<file path="src/rtl/tcp_tx_pkt_gen.sv">
// ============================================================================
// Module   : tcp_tx_pkt_gen
// Brief    : Per-command TCP transmit segment generator: reads flow state and
//            buffer pointers, sizes one segment, writes back and enqueues it.
//            Optional macro TCP_TX_WND_CLAMP_EN also clamps to the peer window.
// Revision : 1.0 - initial release
// ============================================================================
`default_nettype none

package tcp_tx_pkt_gen_pkg;
    localparam int TX_PAYLOAD_PTR_W = 12;
    localparam int FLOWID_W         = 8;

    localparam logic [7:0] c_flag_ack = 8'h10;
    localparam logic [7:0] c_flag_psh = 8'h08;

    typedef struct packed {
        logic [31:0] seq_num;
        logic [31:0] ack_num;
        logic [15:0] peer_wnd;
    } smol_tx_state_struct;

    typedef struct packed {
        logic [31:0] seq_num;
        logic [31:0] ack_num;
        logic [7:0]  flags;
    } tcp_pkt_hdr;
endpackage

module tcp_tx_pkt_gen
    import tcp_tx_pkt_gen_pkg::*;
#(
    parameter int MSS_P = 1460,
    parameter int PTR_W = TX_PAYLOAD_PTR_W + 1
) (
    input  logic                clk,
    input  logic                rst,

    input  logic                sched_tx_cmd_val,
    input  logic [FLOWID_W-1:0] sched_tx_cmd_flowid,
    output logic                tx_sched_cmd_rdy,

    output logic                tx_state_rd_req_val,
    output logic [FLOWID_W-1:0] tx_state_rd_req_addr,
    input  logic                tx_state_rd_req_rdy,
    input  logic                tx_state_rd_resp_val,
    input  smol_tx_state_struct tx_state_rd_resp_data,
    output logic                tx_state_rd_resp_rdy,

    output logic                tx_head_ptr_rd_req_val,
    output logic [FLOWID_W-1:0] tx_head_ptr_rd_req_addr,
    input  logic                tx_head_ptr_rd_req_rdy,
    input  logic                tx_head_ptr_rd_resp_val,
    input  logic [PTR_W-1:0]    tx_head_ptr_rd_resp_data,
    output logic                tx_head_ptr_rd_resp_rdy,

    output logic                tx_tail_ptr_rd_req_val,
    output logic [FLOWID_W-1:0] tx_tail_ptr_rd_req_addr,
    input  logic                tx_tail_ptr_rd_req_rdy,
    input  logic                tx_tail_ptr_rd_resp_val,
    input  logic [PTR_W-1:0]    tx_tail_ptr_rd_resp_data,
    output logic                tx_tail_ptr_rd_resp_rdy,

    output logic                tx_head_ptr_wr_req_val,
    output logic [FLOWID_W-1:0] tx_head_ptr_wr_req_addr,
    output logic [PTR_W-1:0]    tx_head_ptr_wr_req_data,
    input  logic                tx_head_ptr_wr_req_rdy,

    output logic                tx_state_wr_req_val,
    output logic [FLOWID_W-1:0] tx_state_wr_req_addr,
    output smol_tx_state_struct tx_state_wr_req_data,
    input  logic                tx_state_wr_req_rdy,

    output logic                tx_send_pkt_enq_val,
    output logic [FLOWID_W-1:0] tx_send_pkt_enq_flowid,
    output tcp_pkt_hdr          tx_send_pkt_enq_pkt,
    output logic [PTR_W-1:0]    tx_send_pkt_enq_payload_ptr,
    output logic [15:0]         tx_send_pkt_enq_payload_len,
    input  logic                send_pkt_tx_enq_rdy
);

    localparam logic [31:0] c_mss_ext = 32'(MSS_P);
    localparam logic [15:0] c_mss_len = 16'(MSS_P);

    typedef enum logic [2:0] {
        ST_IDLE    = 3'd0,
        ST_RD_REQ  = 3'd1,
        ST_RD_WAIT = 3'd2,
        ST_CALC    = 3'd3,
        ST_WR_BACK = 3'd4,
        ST_ENQ     = 3'd5
    } state_t;

    state_t              r_state;
    state_t              w_state_nxt;

    logic [FLOWID_W-1:0] r_flowid;
    logic [2:0]          r_rd_pend;    // {tail, head, state} requests still outstanding
    logic [2:0]          r_resp_got;   // {tail, head, state} responses captured
    logic [1:0]          r_wr_pend;    // {state, head} writes still outstanding
    smol_tx_state_struct r_tx_state;
    logic [PTR_W-1:0]    r_head;
    logic [PTR_W-1:0]    r_tail;
    logic [15:0]         r_len;
    logic [PTR_W-1:0]    r_new_head;
    smol_tx_state_struct r_new_state;

    logic                w_run;
    logic [2:0]          w_rd_fire;
    logic [2:0]          w_resp_fire;
    logic [1:0]          w_wr_fire;
    logic [PTR_W-1:0]    w_unsent;
    logic [31:0]         w_unsent_ext;
    logic [15:0]         w_len_mss;
    logic [15:0]         w_len;
    logic [PTR_W-1:0]    w_new_head;
    smol_tx_state_struct w_new_state;

    // Handshake outputs are forced low throughout reset.
    assign w_run = ~rst;

    assign tx_sched_cmd_rdy        = w_run & (r_state == ST_IDLE);

    assign tx_state_rd_req_val     = w_run & (r_state == ST_RD_REQ) & r_rd_pend[0];
    assign tx_head_ptr_rd_req_val  = w_run & (r_state == ST_RD_REQ) & r_rd_pend[1];
    assign tx_tail_ptr_rd_req_val  = w_run & (r_state == ST_RD_REQ) & r_rd_pend[2];
    assign tx_state_rd_req_addr    = r_flowid;
    assign tx_head_ptr_rd_req_addr = r_flowid;
    assign tx_tail_ptr_rd_req_addr = r_flowid;

    assign tx_state_rd_resp_rdy    = w_run & (r_state == ST_RD_WAIT) & ~r_resp_got[0];
    assign tx_head_ptr_rd_resp_rdy = w_run & (r_state == ST_RD_WAIT) & ~r_resp_got[1];
    assign tx_tail_ptr_rd_resp_rdy = w_run & (r_state == ST_RD_WAIT) & ~r_resp_got[2];

    assign tx_head_ptr_wr_req_val  = w_run & (r_state == ST_WR_BACK) & r_wr_pend[0];
    assign tx_state_wr_req_val     = w_run & (r_state == ST_WR_BACK) & r_wr_pend[1];
    assign tx_head_ptr_wr_req_addr = r_flowid;
    assign tx_state_wr_req_addr    = r_flowid;
    assign tx_head_ptr_wr_req_data = r_new_head;
    assign tx_state_wr_req_data    = r_new_state;

    // The segment carries the pre-increment sequence number and old head.
    assign tx_send_pkt_enq_val          = w_run & (r_state == ST_ENQ);
    assign tx_send_pkt_enq_flowid       = r_flowid;
    assign tx_send_pkt_enq_pkt.seq_num  = r_tx_state.seq_num;
    assign tx_send_pkt_enq_pkt.ack_num  = r_tx_state.ack_num;
    assign tx_send_pkt_enq_pkt.flags    = c_flag_ack | c_flag_psh;
    assign tx_send_pkt_enq_payload_ptr  = r_head;
    assign tx_send_pkt_enq_payload_len  = r_len;

    assign w_rd_fire   = {tx_tail_ptr_rd_req_val & tx_tail_ptr_rd_req_rdy,
                          tx_head_ptr_rd_req_val & tx_head_ptr_rd_req_rdy,
                          tx_state_rd_req_val    & tx_state_rd_req_rdy};
    assign w_resp_fire = {tx_tail_ptr_rd_resp_val & tx_tail_ptr_rd_resp_rdy,
                          tx_head_ptr_rd_resp_val & tx_head_ptr_rd_resp_rdy,
                          tx_state_rd_resp_val    & tx_state_rd_resp_rdy};
    assign w_wr_fire   = {tx_state_wr_req_val    & tx_state_wr_req_rdy,
                          tx_head_ptr_wr_req_val & tx_head_ptr_wr_req_rdy};

    // Pointer difference wraps naturally through the MSB wrap bit.
    assign w_unsent     = r_tail - r_head;
    assign w_unsent_ext = 32'(w_unsent);
    assign w_len_mss    = (w_unsent_ext < c_mss_ext) ? w_unsent_ext[15:0] : c_mss_len;

`ifdef TCP_TX_WND_CLAMP_EN
    assign w_len = (w_len_mss < r_tx_state.peer_wnd) ? w_len_mss : r_tx_state.peer_wnd;
`else
    assign w_len = w_len_mss;
`endif

    assign w_new_head = r_head + PTR_W'(w_len);

    always_comb begin
        w_new_state         = r_tx_state;
        w_new_state.seq_num = r_tx_state.seq_num + 32'(w_len);
    end

    always_comb begin
        w_state_nxt = r_state;
        case (r_state)
            ST_IDLE: begin
                if (sched_tx_cmd_val) begin
                    w_state_nxt = ST_RD_REQ;
                end
            end
            ST_RD_REQ: begin
                if (&(~r_rd_pend | w_rd_fire)) begin
                    w_state_nxt = ST_RD_WAIT;
                end
            end
            ST_RD_WAIT: begin
                if (&(r_resp_got | w_resp_fire)) begin
                    w_state_nxt = ST_CALC;
                end
            end
            ST_CALC: begin
                w_state_nxt = (w_len == 16'd0) ? ST_IDLE : ST_WR_BACK;
            end
            ST_WR_BACK: begin
                if (&(~r_wr_pend | w_wr_fire)) begin
                    w_state_nxt = ST_ENQ;
                end
            end
            ST_ENQ: begin
                if (send_pkt_tx_enq_rdy) begin
                    w_state_nxt = ST_IDLE;
                end
            end
            default: begin
                w_state_nxt = ST_IDLE;
            end
        endcase
    end

    always_ff @(posedge clk) begin
        if (rst) begin
            r_state     <= ST_IDLE;
            r_flowid    <= '0;
            r_rd_pend   <= '0;
            r_resp_got  <= '0;
            r_wr_pend   <= '0;
            r_tx_state  <= '0;
            r_head      <= '0;
            r_tail      <= '0;
            r_len       <= '0;
            r_new_head  <= '0;
            r_new_state <= '0;
        end else begin
            r_state <= w_state_nxt;
            case (r_state)
                ST_IDLE: begin
                    if (sched_tx_cmd_val) begin
                        r_flowid   <= sched_tx_cmd_flowid;
                        r_rd_pend  <= 3'b111;
                        r_resp_got <= 3'b000;
                    end
                end
                ST_RD_REQ: begin
                    r_rd_pend <= r_rd_pend & ~w_rd_fire;
                end
                ST_RD_WAIT: begin
                    if (w_resp_fire[0]) begin
                        r_tx_state <= tx_state_rd_resp_data;
                    end
                    if (w_resp_fire[1]) begin
                        r_head <= tx_head_ptr_rd_resp_data;
                    end
                    if (w_resp_fire[2]) begin
                        r_tail <= tx_tail_ptr_rd_resp_data;
                    end
                    r_resp_got <= r_resp_got | w_resp_fire;
                end
                ST_CALC: begin
                    r_len       <= w_len;
                    r_new_head  <= w_new_head;
                    r_new_state <= w_new_state;
                    r_wr_pend   <= 2'b11;
                end
                ST_WR_BACK: begin
                    r_wr_pend <= r_wr_pend & ~w_wr_fire;
                end
                default: begin
                end
            endcase
        end
    end

endmodule

`default_nettype wire

</file>
<file path="config.mk">
export PLATFORM = sky130hd
export DESIGN_NAME = tcp_tx_pkt_gen
export DESIGN_NICKNAME = d
export VERILOG_FILES = /design/src/rtl/tcp_tx_pkt_gen.sv
export SDC_FILE = /design/constraint.sdc
export NUM_CORES = 1
export LEC_CHECK = 0
export CELL_PAD_IN_SITES_DETAIL_PLACEMENT = 0
export CELL_PAD_IN_SITES_GLOBAL_PLACEMENT = 1
export CORE_MARGIN = 4
export CORE_UTILIZATION = 33
export CTS_CLUSTER_DIAMETER = 100
export DETAILED_ROUTE_END_ITERATION = 8
export GPL_TIMING_DRIVEN = 0
export PLACE_DENSITY_LB_ADDON = 0.1
export SLEW_MARGIN = 5
export SYNTH_ARGS = -nofsm -noshare
export SYNTH_HDL_FRONTEND = slang
export SYNTH_SLANG_ARGS = --single-unit
</file>
<file path="constraint.sdc">
create_clock -name clk -period 6.2 [get_ports clk]
set_input_delay 0.62 -clock clk [delete_from_list [all_inputs] [get_ports clk]]
set_output_delay 0.62 -clock clk [all_outputs]
set_load 0.03 [all_outputs]
</file>
### Yosys cells after proc, flatten, opt, wreduce, memory -nomap -nowiden

Cells that the tools add are included.

* output and inout port bits: 252
* logic and storage cells: 91
* flip-flop bits (word level): 234
* input port bits: 126

* equal/unequal tests: 10
* add/sub/neg operators: 3
* muxes and demuxes: 13
* reduce and logical (&&, ||, !) cells: 15
* bitwise gates (word level): 34
* magnitude comparators: 1

Operators with widths (number)
* adder 32 x 13 -> 32 bit: 1
* two-way mux 3 bit: 8
* AND 1 bit: 21
* case mux 3 bit (6 select lines): 1
* zero test 16 bit: 1
* AND reduction 2 bit: 7
* adder 13 bit: 1
* less-than comparator 13 x 11 -> 1 bit (second input constant): 1
* two-way mux 13 bit: 1
* subtractor 13 bit: 1
* case mux 3 bit (2 select lines): 2
* equality test 3 x 2 -> 1 bit (second input constant): 2
* equality test 3 bit (second input constant): 2
* inequality test 2 x 1 -> 1 bit (second input constant): 3
* NOT 3 bit: 2
* OR 3 bit: 2
* AND reduction 3 bit: 2
* nonzero test 2 bit: 3
* AND reduction 5 bit: 1
* inequality test 2 bit (second input constant): 2
* NOT 1 bit: 4
* NOT 2 bit: 2
* case mux 2 bit (2 select lines): 1
* AND 3 bit: 1
* 4 further kinds: 4

### Longest topological paths before layout

* depth after elaboration: 8
* depth in mapped cells: 24
* gate-level depth less buffers: 22

### Least setup slack after synthesis

OpenSTA, ideal clock, no wires.

* path kind: reg2reg
* from: reg r_head[5], in the netlist tx_send_pkt_enq_payload_ptr[5]
* to: reg r_new_state (netlist bit tx_state_wr_req_data[79])
* buffers on the path: 3
* arrival time: 5139 ps
* period minus slack after synthesis: 5256 ps
* setup slack: 944 ps
* required time: 6083 ps
* setup time: 117 ps
* cell stages (with the launch flop): 24
* path through: dfxtp_1 > inv_1 > ha_1 > buf_6 > a21oi_2 > nand2_2 > a211oi_2 > o21ai_1 > and2_1 > or4_4 > buf_6 > a21o_1 > buf_6 > nor2_1 > ha_1 > a21o_1 > a21o_1 > a2111oi_2 > o211ai_1 > a41oi_1 > nand2b_1 > nor2_1 > xor2_1 > a22o_1

* longest elaborated chain between the ends: 4

RTL lines
* start, declared: line 102 `logic [PTR_W-1:0] r_head;`
* start signal, assigned: line 246 `r_head <= tx_head_ptr_rd_resp_data;`
* subtractor 13 bit: line 161 `assign w_unsent = r_tail - r_head;`
* less-than comparator 13 x 11 -> 1 bit: line 163 `assign w_len_mss = (w_unsent_ext < c_mss_ext) ? w_unsent_ext[15:0] : c_mss_len;`
* two-way mux 13 bit: line 163
* named net w_len[1]: line 115 `logic [15:0] w_len;`
* adder 32 x 13 -> 32 bit: line 175 `w_new_state.seq_num = r_tx_state.seq_num + 32'(w_len);`
* end signal, assigned: line 256 `r_new_state <= w_new_state;`
* end, declared: line 106 `smol_tx_state_struct r_new_state;`

The timed path passes the listed nets, and every way through them passes these cells.
A chain may end at the register's enable or synchronous reset.

### Final worst setup path

* from: reg r_head[0], in the netlist tx_send_pkt_enq_payload_ptr[0]
* to: reg r_new_state (netlist bit tx_state_wr_req_data[79])

* longest elaborated chain between the ends: 4

RTL lines (line)
* subtractor 13 bit (*): 161
* less-than comparator 13 x 11 -> 1 bit: 163
* two-way mux 13 bit (*): 163
* named net w_len[2]: 115
* adder 32 x 13 -> 32 bit (*): 175

The timed path passes the listed nets; every way through them passes the cells marked *.

==> results.toml <==
[floorplanning]
std_cell_rows = 67
initial_core_util = 0.337
ios = 378
fp.dieW_um = 194
core-area_um2 = 33700
die-area_um2 = 37400
die_h_um = 194

[clock_tree]
cts-htree-levels = 1
clk_transition_reported_paths_ps = 60
insertion_delay_ps = 540
root_buffer = "clkbuf_16"
cts_num_sinks = 231
clock_path_buffers = 3
cts_tree = "yes"
ctsHoldBuffers = 0
cts_buffers = 28

[synthesis]
synth_ff_type = "dfxtp_1"
yosys_warnings = 0
ys_seq_elements = 231
synth.most_common_cell = "nand2_1"
syn_area_um2 = 11400
yosys.area.top_type = "dfxtp_1"
post_synth_num_cell_types = 71
seq_area_frac_synth = 0.407
avgSynthCellArea_um2 = 7.72
synthArstFlopShare = 0
synth_edf_count = 0
synthCells = 1471
yosysTopAreaCellShare = 0.407
ys_top_cells_by_count = "384 x nand2_1, 231 x dfxtp_1, 229 x a21oi_1"
ys_top_cells_by_area = "dfxtp_1 41%, nand2_1 13%, a21oi_1 10%"

[sta]
final-max-slew-violation-count = 0
skew_ps = 7.65
max_freq_mhz = 169
post-route-period-util = 0.952
rsz0062_at_grt = "no"
tightest_slew_ps = 941
period_needed_ps = 5900
relSlewSlack = 0.366
setup_viol = 0
timing_hold_violations_final = 0

[place]
place_hpwl_um = 32300
postPlaceCellArea_um2 = 15600
place_inst = 2296
portBuffers = 365
finalWeightedCongestion = 0.876

[pwr]
leakage_nw = 6.23
power_per_cell_area_nw_per_um2 = 299
peakVddDrop_v = 0.000227

[detailed_routing]
drc = 0
wire_per_inst_um = 17.8
drt-total-wl_um = 41800
drtIter0Drc = 525
first_pass_iters = 7
vias = 11200
ant_nets = 0
vias_per_cell = 4.77

[cells_and_area]
syn_to_final_growth_pct = 46.4
fillers = 3395
diodes = 0
utilization = 0.493
nNetsFinal = 2045
final_area_um2 = 16600
layout.cells.non_filler = 2348
drive_gt1_frac = 0.101

[global_route]
antenna_found_initial = 2
grt_overflow = 0
grt_pass1_wl_um = 63200
grt_max_degree = 14
grt_pass1_vias = 10800
grt_use_total = 0.210

[status]
run_status = "finished, final reports clean"

[critical_path]
path_class = "register to register"
end_kind = "register"
cp.arrival_ps = 6330
start_kind = "register"
critPathRequiredTime_ps = 6630
crit_fanout = 6

[min_path]
worstHoldPathType = "register to register"

[flow_run]
maxCapViolations = 0
-- layout make-up --
cell class	instances	area [um2]	area share
multi-input combinational	1021	5470	0.329
sequential	231	4620	0.278
timing repair buffer	367	3670	0.221
buffer	201	1210	0.0730
clock buffer	39	813	0.0489
tap	448	561	0.0337
clock inverter	11	161	0.00971
inverter	30	113	0.00677
-- state kept, by name, indices dropped and copies added (netlist names) --
name and cells:
r_wr_pend 2, tx_state_wr_req_data 80, r_tail 13, r_rd_pend 3
r_resp_got 3, tx_send_pkt_enq_payload_len 13, r_state 3, tx_head_ptr_rd_req_addr 8
tx_head_ptr_wr_req_data 13, tx_send_pkt_enq_payload_ptr 13, tx_send_pkt_enq_pkt 64, r_tx_state 16
-- power by group --
| group | total [mW] | internal (mW) | switching (mW) | leakage [nW] |
|---|---|---|---|---|
| registers | 1.61 | 1.55 | 0.0589 | 1.86 |
| logic | 1.64 | 0.636 | 1.01 | 3.88 |
| clock network | 1.72 | 1.08 | 0.647 | 0.480 |
-- worst paths after layout --
path                                                from                                     to  slack (ps)  depth (start not counted)
max          tx_send_pkt_enq_payload_ptr[0]$_SDFFE_PP0P_  tx_state_wr_req_data[79]$_SDFFE_PP0P_         300                         19
min                           r_tx_state[8]$_SDFFE_PP0P_   tx_state_wr_req_data[8]$_SDFFE_PP0P_         450                          2
max reg2reg  tx_send_pkt_enq_payload_ptr[0]$_SDFFE_PP0P_  tx_state_wr_req_data[79]$_SDFFE_PP0P_         300                         19
min reg2reg                   r_tx_state[8]$_SDFFE_PP0P_   tx_state_wr_req_data[8]$_SDFFE_PP0P_         450                          2
-- stage by stage --
stage / hold WS [ps] / power, mW / setup WS (ps) / TNS (ps)
floorplan: 432 / 2.68 / 944 / 0
global placement: 438 / 3.26 / -54.3 / -54.3
detailed placement: 442 / 3.27 / -68.7 / -94.0
CTS: 451 / 5.01 / 148 / 0
global route: 462 / 5.23 / 49.4 / 0
finish: 445 / 4.97 / 298 / 0
-- cell usage in the layout (no fill, tap or decap), types with 4 or more instances in the layout --
| cell | count |
|---|---|
| nand2_1 | 384 |
| clkdlybuf4s50_1 | 365 |
| dfxtp_1 | 231 |
| a21oi_1 | 229 |
| buf_4 | 117 |
| clkbuf_1 | 79 |
| nor2_1 | 53 |
| nand3_1 | 37 |
| ha_1 | 36 |
| o21ai_0 | 35 |
| inv_1 | 29 |
| clkbuf_16 | 29 |
| xnor2_1 | 23 |
| xor2_1 | 19 |
| a211oi_1 | 17 |
| nor3_1 | 15 |
| and2_1 | 14 |
| a21o_1 | 14 |
| conb_1 | 14 |
| and3_1 | 13 |
| nor2b_1 | 8 |
| nand2b_1 | 7 |
| o21a_1 | 6 |
| or3_1 | 6 |
| or2_2 | 5 |
| o211ai_1 | 5 |
| buf_1 | 5 |
| clkbuf_8 | 5 |
| clkinv_2 | 5 |
| buf_2 | 4 |
| nand4_1 | 4 |
| nor4_1 | 4 |
| a31oi_1 | 4 |
| o31ai_1 | 4 |
| bufinv_16 | 4 |
-- what timing repair did --
item	in CTS	in global routing
gates resized for setup	1	3
buffers inserted	0	2
setup endpoints to repair	4	8
pin swaps	0	1
-- logic make-up after synthesis --
family | count (synthesis) | synth area share
other | 2 | 0.000661
XOR/XNOR | 42 | 0.0324
AO/OA/AOI/OAI | 353 | 0.181
flip-flops | 231 | 0.407
multiplexers | 1 | 0.000881
AND/OR/NAND/NOR | 572 | 0.216
adder cells (fa/ha/maj) | 39 | 0.0450
buffers and inverters | 231 | 0.117
-- critical path: stages (launching register included) --
cell and delay, ps:
dfxtp_1 370, ha_1 270, fa_1 400, nand2b_1 190, a21oi_1 180, xor2_1 370, nand3_1 130, a2111o_1 450
a21oi_2 280, a21oi_1 100, o21ai_0 390, ha_1 410, a21o_1 210, a2111oi_2 520, o211ai_1 330, a41oi_2 370
nand2b_1 300, nor2_1 140, xor2_1 160, a22o_1 200
-- per-layer routing --
metal  routed length (um)  GRT usage  up-vias
li1                     -          -     5637
met1                18900      0.280     5205
met2                19300      0.347      322
met3                 2800     0.0504       41
met4                  750     0.0430        4
met5                   22          0        -
No activity file was read; power rests on OpenSTA's default activity.
